<file path="config.mk">
export PLATFORM = sky130hd
export DESIGN_NAME = button_conditioner_flat
export DESIGN_NICKNAME = d
export VERILOG_FILES = /design/src/rtl/button_conditioner_pkg.sv /design/src/rtl/button_conditioner_if.sv /design/src/rtl/button_channel.sv /design/src/rtl/button_conditioner.sv /design/src/flat_wrapper.sv
export SDC_FILE = /design/constraint.sdc
export NUM_CORES = 1
export LEC_CHECK = 0
export BUFFER_PORTS_ARGS = -buffer_cell sky130_fd_sc_hd__buf_2
export CORE_UTILIZATION = 40
export DETAILED_ROUTE_END_ITERATION = 10
export GPL_TIMING_DRIVEN = 0
export SETUP_SLACK_MARGIN = 0.4
export SLEW_MARGIN = 40
export SYNTH_ARGS = -nofsm -noshare
export SYNTH_HDL_FRONTEND = slang
export SYNTH_HIERARCHICAL = 1
export SYNTH_SLANG_ARGS = --single-unit
</file>
<file path="constraint.sdc">
create_clock -name clk -period 2.6 [get_ports clk]
set_clock_uncertainty 0.2 [all_clocks]
set_input_delay 0.13 -clock clk [delete_from_list [all_inputs] [get_ports clk]]
set_output_delay 0.13 -clock clk [all_outputs]
set_load 0.01 [all_outputs]
</file>
<file path="src/rtl/button_conditioner_pkg.sv">
// Shared constants for the push-button input path: board button indices,
// default timing at 100 MHz, repeat FSM encodings and counter sizing.
package button_conditioner_pkg;

    localparam int unsigned MEGA = 1_000_000;

    localparam int unsigned BTN_C = 0;
    localparam int unsigned BTN_U = 1;
    localparam int unsigned BTN_L = 2;
    localparam int unsigned BTN_R = 3;
    localparam int unsigned BTN_D = 4;

    localparam int unsigned DEF_N_BTN                = 5;
    localparam int unsigned DEF_DEBOUNCE_CYCLES      = MEGA;       // 10 ms
    localparam int unsigned DEF_REPEAT_DELAY_CYCLES  = 50 * MEGA;  // 500 ms
    localparam int unsigned DEF_REPEAT_PERIOD_CYCLES = 10 * MEGA;  // 100 ms
    localparam logic [4:0]  DEF_REPEAT_MASK          = 5'b00010;   // BTNU only

    typedef logic [1:0] rpt_state_t;

    localparam rpt_state_t StIdle   = 2'd0;
    localparam rpt_state_t StDelay  = 2'd1;
    localparam rpt_state_t StRepeat = 2'd2;

    // One counter width serves both the debouncer and the repeat timer.
    function automatic int unsigned cnt_width(input int unsigned a, input int unsigned b,
                                              input int unsigned c);
        int unsigned m;
        m = a;
        if (b > m) m = b;
        if (c > m) m = c;
        return (m < 2) ? 1 : $clog2(m);
    endfunction

endpackage

</file>
<file path="src/rtl/button_conditioner_if.sv">
// Button pin / conditioned-event bundle between the board pins and mode logic.
interface button_conditioner_if #(
    parameter int unsigned N_BTN = 5
);

    logic [N_BTN-1:0] btn_in;
    logic [N_BTN-1:0] btn_level;
    logic [N_BTN-1:0] btn_press;
    logic [N_BTN-1:0] btn_release;
    logic [N_BTN-1:0] btn_repeat;

    modport master (
        output btn_in,
        input  btn_level,
        input  btn_press,
        input  btn_release,
        input  btn_repeat
    );

    modport slave (
        input  btn_in,
        output btn_level,
        output btn_press,
        output btn_release,
        output btn_repeat
    );

endinterface

</file>
<file path="src/rtl/button_channel.sv">
// One button: 2-FF synchronizer, counter debouncer, press/release pulses and an
// optional hold-to-auto-repeat FSM. All outputs are registered.
module button_channel
    import button_conditioner_pkg::*;
#(
    parameter int unsigned DEBOUNCE_CYCLES      = DEF_DEBOUNCE_CYCLES,
    parameter int unsigned REPEAT_DELAY_CYCLES  = DEF_REPEAT_DELAY_CYCLES,
    parameter int unsigned REPEAT_PERIOD_CYCLES = DEF_REPEAT_PERIOD_CYCLES,
    parameter bit          REPEAT_EN            = 1'b0
) (
    input  logic clk,
    input  logic reset,
    input  logic btn_i,
    output logic level_o,
    output logic press_o,
    output logic release_o,
    output logic repeat_o
);

    localparam int unsigned CntW =
        cnt_width(DEBOUNCE_CYCLES, REPEAT_DELAY_CYCLES, REPEAT_PERIOD_CYCLES);
    localparam logic [CntW-1:0] DbLast = CntW'(DEBOUNCE_CYCLES - 1);

    logic            s1_q, s2_q;
    logic            stable_q, stable_d;
    logic [CntW-1:0] cnt_q, cnt_d;
    logic            press_q, release_q;
    logic            rise, fall;

    always_comb begin
        stable_d = stable_q;
        cnt_d    = cnt_q;
        rise     = 1'b0;
        fall     = 1'b0;
        if (s2_q == stable_q) begin
            cnt_d = '0;
        end else if (cnt_q == DbLast) begin
            stable_d = s2_q;
            cnt_d    = '0;
            rise     = s2_q;
            fall     = ~s2_q;
        end else begin
            cnt_d = cnt_q + CntW'(1);
        end
    end

    always_ff @(posedge clk) begin
        if (reset) begin
            s1_q      <= 1'b0;
            s2_q      <= 1'b0;
            stable_q  <= 1'b0;
            cnt_q     <= '0;
            press_q   <= 1'b0;
            release_q <= 1'b0;
        end else begin
            s1_q      <= btn_i;
            s2_q      <= s1_q;
            stable_q  <= stable_d;
            cnt_q     <= cnt_d;
            press_q   <= rise;
            release_q <= fall;
        end
    end

    assign level_o   = stable_q;
    assign press_o   = press_q;
    assign release_o = release_q;

    generate
        if (REPEAT_EN) begin : g_repeat
            localparam logic [CntW-1:0] RdLast = CntW'(REPEAT_DELAY_CYCLES - 1);
            localparam logic [CntW-1:0] RpLast = CntW'(REPEAT_PERIOD_CYCLES - 1);

            rpt_state_t      state_q, state_d;
            logic [CntW-1:0] rcnt_q, rcnt_d;
            logic            rep_q, rep_d;

            // A release always wins over a simultaneous timer expiry.
            always_comb begin
                state_d = state_q;
                rcnt_d  = rcnt_q;
                rep_d   = 1'b0;
                case (state_q)
                    StIdle: begin
                        if (rise) begin
                            rep_d   = 1'b1;
                            rcnt_d  = '0;
                            state_d = StDelay;
                        end
                    end
                    StDelay: begin
                        if (fall) begin
                            rcnt_d  = '0;
                            state_d = StIdle;
                        end else if (rcnt_q == RdLast) begin
                            rep_d   = 1'b1;
                            rcnt_d  = '0;
                            state_d = StRepeat;
                        end else begin
                            rcnt_d = rcnt_q + CntW'(1);
                        end
                    end
                    StRepeat: begin
                        if (fall) begin
                            rcnt_d  = '0;
                            state_d = StIdle;
                        end else if (rcnt_q == RpLast) begin
                            rep_d  = 1'b1;
                            rcnt_d = '0;
                        end else begin
                            rcnt_d = rcnt_q + CntW'(1);
                        end
                    end
                    default: begin
                        rcnt_d  = '0;
                        state_d = StIdle;
                    end
                endcase
            end

            always_ff @(posedge clk) begin
                if (reset) begin
                    state_q <= StIdle;
                    rcnt_q  <= '0;
                    rep_q   <= 1'b0;
                end else begin
                    state_q <= state_d;
                    rcnt_q  <= rcnt_d;
                    rep_q   <= rep_d;
                end
            end

            assign repeat_o = rep_q;
        end else begin : g_no_repeat
            assign repeat_o = 1'b0;
        end
    endgenerate

    a_press_release_exclusive: assert property (
        @(posedge clk) disable iff (reset) !(press_q && release_q)
    );

endmodule

</file>
<file path="src/rtl/button_conditioner.sv">
// Conditions the board push-buttons into debounced levels and single-cycle
// press/release/repeat events, one independent channel per button.
module button_conditioner
    import button_conditioner_pkg::*;
#(
    parameter int unsigned      N_BTN                = DEF_N_BTN,
    parameter int unsigned      DEBOUNCE_CYCLES      = DEF_DEBOUNCE_CYCLES,
    parameter int unsigned      REPEAT_DELAY_CYCLES  = DEF_REPEAT_DELAY_CYCLES,
    parameter int unsigned      REPEAT_PERIOD_CYCLES = DEF_REPEAT_PERIOD_CYCLES,
    parameter logic [N_BTN-1:0] REPEAT_MASK          = 5'b00010
) (
    input logic                 clk,
    input logic                 reset,
    button_conditioner_if.slave btn
);

    logic [N_BTN-1:0] level;
    logic [N_BTN-1:0] press;
    logic [N_BTN-1:0] release_p;
    logic [N_BTN-1:0] repeat_p;

    for (genvar i = 0; i < N_BTN; i++) begin : g_chan
        button_channel #(
            .DEBOUNCE_CYCLES      (DEBOUNCE_CYCLES),
            .REPEAT_DELAY_CYCLES  (REPEAT_DELAY_CYCLES),
            .REPEAT_PERIOD_CYCLES (REPEAT_PERIOD_CYCLES),
            .REPEAT_EN            (REPEAT_MASK[i])
        ) u_chan (
            .clk       (clk),
            .reset     (reset),
            .btn_i     (btn.btn_in[i]),
            .level_o   (level[i]),
            .press_o   (press[i]),
            .release_o (release_p[i]),
            .repeat_o  (repeat_p[i])
        );
    end

    assign btn.btn_level   = level;
    assign btn.btn_press   = press;
    assign btn.btn_release = release_p;
    assign btn.btn_repeat  = repeat_p;

endmodule

</file>
<file path="src/flat_wrapper.sv">
// flat-port wrapper written by rule: the top's interface ports become plain ports
module button_conditioner_flat import button_conditioner_pkg::*;
#(
    parameter int unsigned      N_BTN                = DEF_N_BTN,
    parameter int unsigned      DEBOUNCE_CYCLES      = DEF_DEBOUNCE_CYCLES,
    parameter int unsigned      REPEAT_DELAY_CYCLES  = DEF_REPEAT_DELAY_CYCLES,
    parameter int unsigned      REPEAT_PERIOD_CYCLES = DEF_REPEAT_PERIOD_CYCLES,
    parameter logic [N_BTN-1:0] REPEAT_MASK          = 5'b00010
)
  (clk, reset, btn_btn_in, btn_btn_level, btn_btn_press, btn_btn_release, btn_btn_repeat);
  button_conditioner_if #(.N_BTN(N_BTN)) btn_i ();
  input logic clk;
  input logic reset;
  input wire logic [$bits(btn_i.btn_in)-1:0] btn_btn_in;
  output wire logic [$bits(btn_i.btn_level)-1:0] btn_btn_level;
  output wire logic [$bits(btn_i.btn_press)-1:0] btn_btn_press;
  output wire logic [$bits(btn_i.btn_release)-1:0] btn_btn_release;
  output wire logic [$bits(btn_i.btn_repeat)-1:0] btn_btn_repeat;
  assign btn_i.btn_in = btn_btn_in;
  assign btn_btn_level = btn_i.btn_level;
  assign btn_btn_press = btn_i.btn_press;
  assign btn_btn_release = btn_i.btn_release;
  assign btn_btn_repeat = btn_i.btn_repeat;
  button_conditioner #(.N_BTN(N_BTN), .DEBOUNCE_CYCLES(DEBOUNCE_CYCLES), .REPEAT_DELAY_CYCLES(REPEAT_DELAY_CYCLES), .REPEAT_PERIOD_CYCLES(REPEAT_PERIOD_CYCLES), .REPEAT_MASK(REPEAT_MASK)) u_core (.clk(clk), .reset(reset), .btn(btn_i));
endmodule
</file>
Word-level counts from Yosys, hierarchy flattened
Cells that the tools add are included.
Widths: inputs -> output; s select.
{"block": "totals", "register_bits": 184, "latch_bits": 0, "mem_bits_rw": 0, "rom_bits": 0, "inputBits": 7, "output_inout_bits": 20, "wordCells": 107, "mem_count": 0}
{"block": "op_classes", "add_sub_neg": 6, "multipliers": 0, "div_mod_pow": 0, "order_cmp": 0, "n_eq_ne": 17, "shifts": 0, "muxes": 21, "bitwise_logic": 14, "reduce_logical": 16}
{"operator": "$add 26x1->26 const B", "count": 6}
{"operator": "$eq 26x20->1 const B", "count": 5}
{"operator": "$mux 26", "count": 5}
{"operator": "$pmux 26 s3", "count": 1}
{"operator": "$reduce_or 3->1", "count": 9}
{"operator": "$eq 26x24->1 const B", "count": 1}
{"operator": "$eq 26x26->1 const B", "count": 1}
{"operator": "$not 1->1", "count": 14}
{"operator": "$reduce_and 2->1", "count": 5}
{"operator": "$mux 1", "count": 9}
{"operator": "$mux 2", "count": 4}
{"operator": "$pmux 2 s3", "count": 1}
{"operator": "$eq 1x1->1", "count": 5}
{"operator": "$ne 2x2->1 const B", "count": 2}
{"operator": "$ne 3x3->1 const B", "count": 1}
{"operator": "$pmux 1 s3", "count": 1}
{"operator": "$reduce_and 3->1", "count": 1}
{"operator": "$eq 2x1->1 const B", "count": 1}
{"operator": "$eq 2x2->1 const B", "count": 1}
{"operator": "$logic_not 2->1", "count": 1}

Longest topological paths before layout
Gate-level depths: netlist (run 1).
{"block": "depth", "word_depth": 5, "depth_mapped": 9, "ltp_nobuf": 7}

Hierarchy
Netlist (run 1), hierarchy kept.
{"mod": "button_channel (u_core.g_chan[0].u_chan ...)", "n_inst": 4, "cells_each": 154, "area_each_um2": 1356.3, "seq_area_each_um2": 620.6}
{"mod": "button_channel (u_core.g_chan[1].u_chan)", "n_inst": 1, "cells_each": 395, "area_each_um2": 3035.4, "seq_area_each_um2": 1201.2}

Least setup slack after synthesis (run 1)
No wires, ideal clock.
{"block": "synth_timing", "kind": "register to register", "startpoint": "reg u_core.g_chan[1].u_chan.cnt_q[0]", "endpoint": "reg u_core.g_chan[1].u_chan.g_repeat.rcnt_q[22]", "setup_ps": 74, "arrival_time_ps": 2285, "required_time_ps": 2326, "path_slack_ps": 41, "path_stages_with_launch": 9, "n_path_buf": 1, "period_less_slack_ps": 2559, "path_cell_list": "dfxtp_1 > ha_1 > nand4_1 > or2_1 > clkbuf_1 > o41a_1 > a211oi_2 > or3b_1 > a31oi_1"}
{"block": "synth_between", "elab_chain_cells": 5, "elab_cells_between_ends": 9, "classes_between": "eq/ne (2); mux (7)"}
{"element": "start: declaration", "line_no": "button_channel.sv:26", "rtl": "logic [CntW-1:0] cnt_q, cnt_d;"}
{"element": "start signal: assignment", "line_no": "button_channel.sv:59", "rtl": "cnt_q <= cnt_d;"}
{"element": "$eq 26x20->1 (*)", "line_no": "button_channel.sv:37", "rtl": "end else if (cnt_q == DbLast) begin"}
{"element": "$mux 1", "line_no": "button_channel.sv:37"}
{"element": "$mux 1", "line_no": "button_channel.sv:35", "rtl": "if (s2_q == stable_q) begin"}
{"element": "$mux 26 (on tied branches)", "line_no": "button_channel.sv:104, button_channel.sv:92"}
{"element": "$pmux 26 s3", "line_no": "button_channel.sv:83", "rtl": "case (state_q)"}
{"element": "end signal: assignment", "line_no": "button_channel.sv:128", "rtl": "rcnt_q <= rcnt_d;"}
{"element": "end: declaration", "line_no": "button_channel.sv:75", "rtl": "logic [CntW-1:0] rcnt_q, rcnt_d;"}
Mark *: on every way between the ends. The rest lies on a longest branch, timed or not.
A chain may end at the register's enable or synchronous reset.

Final worst setup path (run 1)
Ends and elaborated chain as after synthesis.

==> metrics.md, run 1 <==
| Metric | Value |
|---|---|
| Top_reg_cell synth | dfxtp_1 |
| Slew headroom | 62.0% |
| Crit-path max FO | 4 |
| Final worst setup slack | -0.117 ns |
| Post-Layout Cell Count | 1411 |
| Root Buffer | clkbuf_16 |
| Total of max-cap violations | 0 |
| Area contributors post-synth | dfxtp_1 44%, xnor2_1 7.3%, nor2_1 5.8% |
| Nets | 1146 |
| Number of unique standard cell types used by synthesis | 52 |
| Global placement routability congestion | 0.800 |
| GR Util met1 | 23.8% |
| Die Ht | 147 um |
| CTS H-tree lvls | 4 |
| Sequential area share after synthesis | 43.5% |
| Max VDD drop | 0.331 mV |
| Startpoint types | flip-flop |
| Asr flop ratio synth | 0% |
| RSZ-0062 raised after global routing | true |
| Inst Count DP | 1303 |
| GR peak layer | met2 |
| Effective utilization at floorplan | 41.3% |
| Outcome | finished, violations left |
| DR iter-0 viols | 386 |
| DRT antenna net count | 0 |
| WP data arrival | 2.87 ns |
| Pre-CTS WS | -0.379 ns |
| CP Class | reg -> reg |
| Clock-pin slew on the worst setup and hold paths | 0.07 ns |
| Vias in the first global route | 6714 |
| Clock buffer depth | 2 |
| CORE AREA | 0.0205 mm2 |
| Total die area | 0.0217 mm2 |
| Fin crit share | 104% |
| Die width | 147 um |
| Worst-Margin Slew | 0.570 ns |
| Vias per Instance | 5.28 |
| IO buf count | 22 |
| Fmax | 368 MHz |
| Final hold vios | 0 |
| Final instance area | 0.0108 mm2 |
| Critical Path End Type | flip-flop |
| Post-DP HPWL | 11800 um |
| Synthesized area | 0.00846 mm2 |
| CTS tree | done |
| Most common cell in the netlist | dfxtp_1 |
| WP data required | 2.75 ns |
| GR Layer Usage met3 | 3.24% |
| Clk sinks | 184 |
| Hold WS | 0.241 ns |
| Total I/O pin count | 27 |
| Overall Global Routing Usage | 17.5% |
| Failing checks | setup timing |
| Total grt overflow | 0 |
| TritonCTS Buffers | 17 |
| Post-synth top area cell | dfxtp_1 |
| Row cnt | 52 |
| Pwr dens | 524 mW/mm2 |
| DR pass1 iterations | 7 |
| WL/cell | 13.6 um |
| Synth top cells by count | 184 x dfxtp_1, 131 x nor2_1, 83 x nand2_1, 71 x xnor2_1, 60 x nand3_1 |
| Crit path time final | 2.72 ns |
| Area Growth Syn to Fin | 27.1% |
| Number of synthesized register bits | 184 |
| Cells after Synth | 1011 |
| Largest net degree at the start of global routing | 26 |
| Syn avg cell area | 8.37 um2 |
| M2 GR Usage | 27.9% |
| Post-place instance area | 0.00900 mm2 |
| First-pass GRT wire length | 31500 um |
| Layout cell share with drive strength beyond 1 | 23.0% |
| Final Max Slew Viols | 0 |
| Routed wire length | 19100 um |
| Ant diodes | 0 |
| Initial antenna violation count | 0 |
| Post-synth net total | 1028 |
| DRC | 0 |
| Setup violations, final | 6 |
| Synth warnings | 6 |
| Skew-Pair Late Insertion Delay | 0.43 ns |
| Hold/Removal Path Class | reg -> reg |
| Number of enable flip-flop cells after synthesis | 0 |
| Via Count | 7447 |
| Synth top area share | 43.5% |
| Static leakage | 3.38 nW |
layout by cell type, fill, tap and decap left out, types with 36 or more instances in the layout:
cell type and instances:
xnor2_1 71, or3_1 41, nor2_1 130, nand3_1 59, a21oi_1 49, buf_4 65, nand2_1 83, dfxtp_1 137
inv_1 36
worst paths after layout:
path                            slack [ns]  cells after the start                              from                                          end
worst max-delay path                 -0.12                      9  u_core/g_chan[1].u_chan/cnt_q[0]  u_core/g_chan[1].u_chan/g_repeat.rcnt_q[22]
worst min-delay path                  0.24                      1      u_core/g_chan[0].u_chan/s1_q                 u_core/g_chan[0].u_chan/s2_q
worst max register to register       -0.12                      9  u_core/g_chan[1].u_chan/cnt_q[0]  u_core/g_chan[1].u_chan/g_repeat.rcnt_q[22]
worst min register to register        0.24                      1      u_core/g_chan[0].u_chan/s1_q                 u_core/g_chan[0].u_chan/s2_q
area by class of cell:
class | count | area, um2
Tap cell | 270 | 338
Inverter | 37 | 139
Sequential cell | 184 | 3790
Buffer | 37 | 275
Fill cell | 1902 | 9740
Clock inverter | 12 | 143
Multi-Input combinational cell | 753 | 4870
Timing Repair Buffer | 99 | 749
Clock buffer | 19 | 453
report_power, final:
group / switching (mW) / total, mW / internal, mW / leakage [nW]
clock: 1.14 / 2.61 / 1.48 / 0.279
combinational: 0.113 / 0.205 / 0.0919 / 1.59
sequential: 0.0105 / 2.82 / 2.81 / 1.51
total: 1.26 / 5.64 / 4.38 / 3.38
sequential cells by signal, indices dropped and copies added (netlist names):
| signal | flops |
|---|---|
| u_core/g_chan.u_chan/repeat_o | 1 |
| u_core/g_chan.u_chan/cnt_q | 130 |
| u_core/g_chan.u_chan/s1_q | 5 |
| u_core/g_chan.u_chan/press_o | 5 |
| u_core/g_chan.u_chan/g_repeat.state_q | 2 |
| u_core/g_chan.u_chan/release_o | 5 |
| u_core/g_chan.u_chan/s2_q | 5 |
| u_core/g_chan.u_chan/g_repeat.rcnt_q | 26 |
| u_core/g_chan.u_chan/level_o | 5 |
repair_timing:
item | CTS | global route
setup endpoints to repair | 139 | 129
endpoints found under the hold margin | 12 | 0
pin swaps | 14 | 31
buffers inserted | 25 | 40
resized for setup | 82 | 76
gates cloned | 0 | 2
hold buffers | 10 | 0
metal layers:
metal | up-vias | wire length, um | part of all wire [%]
li1 | 3818 | - | -
met4 | 0 | 238 | 1.2
met3 | 19 | 601 | 3.1
met5 | - | 0 | 0
met2 | 108 | 9000 | 47
met1 | 3502 | 9290 | 49
metrics by stage:
step | total power [mW] | utilization (%) | TNS [ns]
after detailed placement | 3.03 | 43.9 | -8.62
after CTS | 5.69 | 49.7 | -0.0620
final | 5.64 | 52.5 | -0.333
after floorplan | 2.99 | - | 0
after global placement | 3.03 | 43.9 | -9.54
after global routing | 5.87 | 52.5 | -2.84
worst max-delay path: stages, from the launching register on:
cell	delay [ns]
dfxtp_4	0.36
ha_4	0.13
nand4_1	0.12
or2_1	0.24
clkbuf_8	0.14
o41a_1	0.48
a211oi_4	0.29
buf_4	0.18
or3b_1	0.34
a31oi_1	0.15
cell families (layout without fill, tap and decap cells):
family	count (synthesis)	in the layout	synth area share [%]
AO/OA/AOI/OAI	138	138	9.48
XOR/XNOR	82	82	8.49
adder cells (fa/ha/maj)	10	10	1.48
buffers and inverters	74	204	3.61
flip-flops	184	184	43.5
multiplexers	2	2	0.237
other	4	4	0.177
AND/OR/NAND/NOR	517	517	33.0
No activity file was read; power rests on OpenSTA's default activity.
==> run 2, diff against run 1 <==
Settings changed: CORE_ASPECT_RATIO set to 0.75, PLACE_DENSITY set to 0.62.
==> metrics.md, run 2 (synthesis results as in run 1) <==
| Metric | Value |
|---|---|
| Outcome | complete, no violations (was finished, violations left) |
| Setup violations, final | 0 (was 6) |
| Total grt overflow | 0 (unchanged) |
| Pre-CTS WS | -0.437 ns (was -0.379 ns) |
| DRT antenna net count | 0 (unchanged) |
| CTS tree | done (unchanged) |
| Layout cell share with drive strength beyond 1 | 25.9% (was 23.0%) |
| Number of flip-flops in the largest register | 130 (unchanged) |
| Ant diodes | 0 (unchanged) |
| Final TNS setup | 0 ns (was -0.333 ns) |
| Skew-Pair Late Insertion Delay | 0.43 ns (about the same) |
| Commonest non-fill, non-tap cells in the layout | 131 x nor2_1, 124 x dfxtp_1, 71 x xnor2_1 (was 137 x dfxtp_1, 130 x nor2_1, 83 x nand2_1) |
| Total of max-cap violations | 0 (unchanged) |
| Final hold vios | 0 (unchanged) |
| Final core occ | 53.2% (was 52.5%) |
| Fillers | 1878 (was 1902) |
| First-pass GRT wire length | 32200 um (was 31500 um) |
| DRC | 0 (unchanged) |
| Crit path largest cell delay | 0.53 ns (was 0.48 ns) |
| Fmax | 389 MHz (was 368 MHz) |
| Post-DP HPWL | 12000 um (was 11800 um) |
| CP Class | reg -> reg (unchanged) |
| RSZ-0062 raised after global routing | true (unchanged) |
| Final Max Slew Viols | 0 (unchanged) |
| Clock buffer depth | 2 (unchanged) |
| Reg with most FFs | u_core/g_chan.u_chan/cnt_q (unchanged) |
| Max VDD drop | 0.407 mV (was 0.331 mV) |
| Largest regs | u_core/g_chan.u_chan/cnt_q: 130 flops, u_core/g_chan.u_chan/g_repeat.rcnt_q: 26 flops (unchanged) |
| Worst path cell trace | nor2_1 > or4b_4 > o31ai_4 > buf_4 > a211oi_4 > buf_6 > buf_6 > buf_6 > a21oi_2 > a211oi_2 (was ha_4 > nand4_1 > or2_1 > clkbuf_8 > o41a_1 > a211oi_4 > buf_4 > or3b_1 > a31oi_1) |
| Effective utilization at floorplan | 41.3% (unchanged) |
| Die width | 170 um (was 147 um) |
| Hold WS | 0.237 ns (was 0.241 ns) |
| DR pass1 iterations | 5 (was 7) |
| Clock-pin slew on the worst setup and hold paths | 0.07 ns (about the same) |
| WP data arrival | 2.67 ns (was 2.87 ns) |
| TritonCTS Buffers | 17 (unchanged) |
| Die Ht | 128 um (was 147 um) |
| WL/cell | 14.0 um (was 13.6 um) |
| Static leakage | 3.47 nW (was 3.38 nW) |
| Largest net degree at the start of global routing | 26 (unchanged) |
| DR iter-0 viols | 522 (was 386) |
| Clk sinks | 184 (unchanged) |
| Critical Path End Type | flip-flop (unchanged) |
| Area Growth Syn to Fin | 28.8% (was 27.1%) |
| Hold/Removal Path Class | reg -> reg (unchanged) |
| Global placement routability congestion | 0.833 (was 0.800) |
| Critical path's slowest cell | or4b_4 (was o41a_1) |
| Startpoint types | flip-flop (unchanged) |
| CTS H-tree lvls | 4 (unchanged) |
| CORE AREA | 0.0205 mm2 (unchanged) |
| Worst-Margin Slew | 0.547 ns (was 0.570 ns) |
| Vias in the first global route | 6628 (was 6714) |
| Final worst setup slack | 0.0275 ns (was -0.117 ns) |
| Crit-path max FO | 8 (was 4) |
| IO buf count | 22 (unchanged) |
| CP dominant cell by count | buf_6 |
| Vias per Instance | 5.29 (was 5.28) |
| Total I/O pin count | 27 (unchanged) |
| Overall Global Routing Usage | 18.3% (was 17.5%) |
| Root Buffer | clkbuf_16 (unchanged) |
| Routed wire length | 20000 um (was 19100 um) |
| Nets | 1146 (unchanged) |
| Initial antenna violation count | 0 (unchanged) |
| Row cnt | 45 (was 52) |
| WP data required | 2.70 ns (was 2.75 ns) |
| Via Count | 7531 (was 7447) |
| Total die area | 0.0217 mm2 (about the same) |
| Commonest non-fill, non-tap cell in the layout | nor2_1 (was dfxtp_1) |
| Fin crit share | 98.9% (was 104%) |
| Slew headroom | 63.5% (was 62.0%) |
| Crit path time final | 2.57 ns (was 2.72 ns) |
| Pwr dens | 506 mW/mm2 (was 524 mW/mm2) |
## run 2: changes by cell type in the layout (fill, tap and decap cells not counted), moves of 7 or more
| cell | delta |
|---|---|
| dfxtp_1 | -13 |
| nand2_1 | -16 |
| dfxtp_2 | +13 |
| buf_6 | +8 |
| buf_2 | -7 |
| nand2_2 | +13 |
## run 2: what timing repair did
item,4_1_cts,5_1_grt
gates cloned,1,2
pin swaps,16,50
gates resized for setup,97,135
hold endpoints to repair,9,0
hold buffers,9,0
setup endpoints to repair,139,123
buffers inserted,23,42
## run 2: layout make-up
type | instances | area (um2) | share of cell area (%)
multi-input cells | 753 | 4950 | 45.4
flip-flops and latches | 184 | 3810 | 34.9
repair buffers | 99 | 764 | 7.01
clock buffers | 18 | 429 | 3.94
well taps | 282 | 353 | 3.24
plain buffers | 37 | 339 | 3.11
inverters | 37 | 139 | 1.27
clock inverters | 13 | 123 | 1.13
## run 2: critical path, delay by kind of cell (launching register included)
family | cells | cell delay, ns
and+or+nand+nor | 2 | 0.71
AOI/OAI and AO/OA | 4 | 0.57
buffers and inverters | 4 | 0.57
DFF | 1 | 0.39
## run 2: final timing paths
check / start / to / slack (ns) / depth (start not counted)
hold / removal: u_core/g_chan[1].u_chan/s1_q / u_core/g_chan[1].u_chan/s2_q / 0.24 / 1
setup reg to reg: u_core/g_chan[1].u_chan/g_repeat.rcnt_q[9] / u_core/g_chan[1].u_chan/g_repeat.rcnt_q[15] / 0.03 / 10
hold reg to reg: u_core/g_chan[1].u_chan/s1_q / u_core/g_chan[1].u_chan/s2_q / 0.24 / 1
setup / recovery: u_core/g_chan[1].u_chan/g_repeat.rcnt_q[9] / u_core/g_chan[1].u_chan/g_repeat.rcnt_q[15] / 0.03 / 10
## run 2: report_power, final
group	total [mW]	switching, mW	internal, mW	leakage (nW)
registers	2.82	0.00970	2.81	1.52
logic	0.220	0.119	0.101	1.68
clock network	2.47	1.15	1.32	0.264
total	5.51	1.27	4.24	3.47
## run 2: per-layer routing
metal	vias to the layer above	global-route usage [%]	share of wire, %
met5	-	0	0
li1	3824	-	-
met3	23	4.41	4.3
met1	3540	26.0	51
met2	144	27.4	44
met4	0	4.77	1.3
## run 2: stage by stage
stage          instances  instance area (um2)  power (mW)
2_1_floorplan       1011                 8540        2.99
3_3_place_gp        1315                 9010        3.03
3_5_place_dp        1315                 9010        3.03
4_1_cts             1379                10200        5.57
5_1_grt             1423                10900        5.73
6_report            1423                10900        5.51
==> run 3, diff against run 2 <==
Settings changed: BUFFER_PORTS_ARGS -buffer_cell sky130_fd_sc_hd__buf_2 to not set, DONT_BUFFER_PORTS set to 1, GPL_TIMING_DRIVEN 0 to not set, PLACE_DENSITY 0.62 to 0.61, SLEW_MARGIN 40 to 0.
==> metrics.md, run 3 (synthesis results as in run 1) <==
| Metric | Value |
|---|---|
| Outcome | complete, no violations (unchanged) |
| Final worst setup slack | 0.188 ns (was 0.0275 ns) |
| DRT antenna net count | 0 (unchanged) |
| Die Ht | 128 um (unchanged) |
| Worst R2R End | u_core/g_chan[1].u_chan/g_repeat.rcnt_q[9] (was u_core/g_chan[1].u_chan/g_repeat.rcnt_q[15]) |
| Crit-path max FO | 4 (was 8) |
| Row cnt | 45 (unchanged) |
| Nets | 1096 (was 1146) |
| Die width | 170 um (unchanged) |
| Final hold vios | 0 (unchanged) |
| CP Class | reg -> reg (unchanged) |
| Clock share of power | 47.0% (was 44.8%) |
| WP data arrival | 2.58 ns (was 2.67 ns) |
| RSZ-0062 raised after global routing | true (unchanged) |
| Largest net degree at the start of global routing | 52 (was 26) |
| Critical Path End Type | flip-flop (unchanged) |
| Clock-pin slew on the worst setup and hold paths | 0.07 ns (about the same) |
| First-pass GRT wire length | 31800 um (was 32200 um) |
| TritonCTS Buffers | 17 (unchanged) |
| Final Max Slew Viols | 0 (unchanged) |
| Final TNS setup | 0 ns (unchanged) |
| Pre-CTS WS | 0.0286 ns (was -0.437 ns) |
| Worst r2r src | u_core/g_chan[1].u_chan/cnt_q[25] (was u_core/g_chan[1].u_chan/g_repeat.rcnt_q[9]) |
| CTS H-tree lvls | 4 (unchanged) |
| WP data required | 2.77 ns (was 2.70 ns) |
| Inst Count DP | 1303 (was 1315) |
| Pint | 4.46 mW (was 4.24 mW) |
| CORE AREA | 0.0205 mm2 (unchanged) |
| Static leakage | 3.13 nW (was 3.47 nW) |
| Hold/Removal Path Class | in -> reg (was reg -> reg) |
| Root Buffer | clkbuf_16 (unchanged) |
| Skew-Pair Late Insertion Delay | 0.44 ns (was 0.43 ns) |
| Crit path time final | 2.41 ns (was 2.57 ns) |
| IO buf count | 0 (was 22) |
| CTS tree | done (unchanged) |
| Crit path to | u_core/g_chan[1].u_chan/g_repeat.rcnt_q[9] (was u_core/g_chan[1].u_chan/g_repeat.rcnt_q[15]) |
| Clock buffer depth | 2 (unchanged) |
| Logic pwr share | 3.4% (was 4.0%) |
| Post-Layout Cell Count | 1373 (was 1423) |
| Layout cell share with drive strength beyond 1 | 19.2% (was 25.9%) |
| Pwr dens | 549 mW/mm2 (was 506 mW/mm2) |
| Sequential share of power | 49.5% (was 51.2%) |
| Setup violations, final | 0 (unchanged) |
| Reg with most FFs | u_core/g_chan.u_chan/cnt_q (unchanged) |
| Via Count | 7233 (was 7531) |
| Hold depth | 2 (was 1) |
| Ant diodes | 0 (unchanged) |
| Startpoint types | flip-flop (unchanged) |
| DR pass1 iterations | 6 (was 5) |
| Critical path's slowest cell | o41a_1 (was or4b_4) |
| DR iter-0 viols | 464 (was 522) |
| Area Growth Syn to Fin | 23.3% (was 28.8%) |
| Overall Global Routing Usage | 18.0% (was 18.3%) |
| Largest regs | u_core/g_chan.u_chan/cnt_q: 130 flops, u_core/g_chan.u_chan/g_repeat.rcnt_q: 26 flops (unchanged) |
| Routed wire length | 18700 um (was 20000 um) |
| Vias in the first global route | 6706 (was 6628) |
| Initial antenna violation count | 0 (unchanged) |
| Effective utilization at floorplan | 41.3% (unchanged) |
| Switching share of power | 22.1% (was 23.1%) |
| Final instance area | 0.0104 mm2 (was 0.0109 mm2) |
| Worst path cell trace | nor4_4 > nand4_1 > o41a_1 > a211oi_4 > buf_6 > or3b_1 > a21oi_1 (was nor2_1 > or4b_4 > o31ai_4 > buf_4 > a211oi_4 > buf_6 > buf_6 > buf_6 > a21oi_2 > a211oi_2) |
| Max VDD drop | 0.433 mV (was 0.407 mV) |
| Fin crit share | 92.8% (was 98.9%) |
| Worst Setup SP | u_core/g_chan[1].u_chan/cnt_q[25] (was u_core/g_chan[1].u_chan/g_repeat.rcnt_q[9]) |
| Clk sinks | 184 (unchanged) |
| Commonest non-fill, non-tap cell in the layout | dfxtp_1 (was nor2_1) |
| Final core occ | 50.9% (was 53.2%) |
| Post-DP HPWL | 11500 um (was 12000 um) |
| FF-to-FF path depth | 7 (was 10) |
| Global placement routability congestion | 0.825 (was 0.833) |
| Total I/O pin count | 27 (unchanged) |
| Post-place instance area | 0.00907 mm2 (was 0.00901 mm2) |
| Total die area | 0.0217 mm2 (unchanged) |
| Fmax | 415 MHz (was 389 MHz) |
| Number of flip-flops in the largest register | 130 (unchanged) |
| DRC | 0 (unchanged) |
| Sw power | 1.27 mW (about the same) |
| Worst reg2reg setup slack | 0.19 ns (was 0.03 ns) |
| Total of max-cap violations | 0 (unchanged) |
| Crit path largest cell delay | 0.47 ns (was 0.53 ns) |
| Commonest non-fill, non-tap cells in the layout | 146 x dfxtp_1, 131 x nor2_1, 82 x nand2_1 (was 131 x nor2_1, 124 x dfxtp_1, 71 x xnor2_1) |
| WL/cell | 13.6 um (was 14.0 um) |
| Total grt overflow | 0 (unchanged) |
| Vias per Instance | 5.27 (was 5.29) |
## run 3: changes by cell type in the layout (fill, tap and decap cells not counted), sizes merged
cell,before,now
a21oi,55,56
clkbuf,33,20
clkinvlp,3,2
inv,40,42
bufinv,1,3
dlygate4sd3,9,10
buf,112,73
clkinv,6,3
## run 3: power groups by stage
stage / sequential [mW] / clock, mW / combinational [mW]
detailed placement: 2.90 / 0 / 0.105
global route: 2.83 / 2.88 / 0.210
global placement: 2.90 / 0 / 0.106
floorplan: 2.90 / 0 / 0.0863
finish: 2.83 / 2.69 / 0.195
CTS: 2.84 / 2.77 / 0.165
## run 3: worst min path at each step
stage | from | to | slack (ns)
3_3_place_gp | reset | u_core/g_chan[2].u_chan/level_o | 0.005
6_report | reset | u_core/g_chan[4].u_chan/s2_q | 0.11
3_5_place_dp | reset | u_core/g_chan[2].u_chan/level_o | 0.006
2_1_floorplan | reset | u_core/g_chan[0].u_chan/level_o | -0.0009
4_1_cts | reset | u_core/g_chan[4].u_chan/s2_q | 0.09
5_1_grt | reset | u_core/g_chan[0].u_chan/s2_q | 0.09
## run 3: critical path, delay by kind of cell, from the launching register on
family	cells	cell delay, ns
and+or+nand+nor	3	0.83
DFF	1	0.34
AOI/OAI and AO/OA	3	0.83
buffers and inverters	1	0.15
## run 3: area by class of cell
type / instances / area (um2)
Clock inverter: 13 / 168
Timing Repair Buffer: 85 / 785
Fill cell: 1928 / 10100
Multi-Input combinational cell: 754 / 4810
Sequential cell: 184 / 3740
Tap cell: 282 / 353
Clock buffer: 18 / 439
Inverter: 37 / 139
## run 3: metrics by stage
stage / hold WS [ns] / power, mW
6_report: 0.106 / 5.72
3_3_place_gp: 0.00528 / 3.01
3_5_place_dp: 0.00576 / 3.01
4_1_cts: 0.0862 / 5.77
2_1_floorplan: -0.000934 / 2.99
5_1_grt: 0.0936 / 5.93
## run 3: metal layers
metal,track usage (%),wire [um],part of all wire [%]
met1,25.4,9690,52
met2,27.4,8020,43
met3,3.98,739,4.0
met4,5.35,207,1.1
met5,0,0,0
## run 3: repair_timing
item | 4_1_cts | 5_1_grt
buffers inserted | 10 | 13
gates cloned | 1 | 3
endpoints found under the hold margin | 138 | 0
setup endpoints to repair | 71 | 69
pin swaps | 16 | 21
hold buffers | 12 | 0
gates resized for setup | 40 | 51
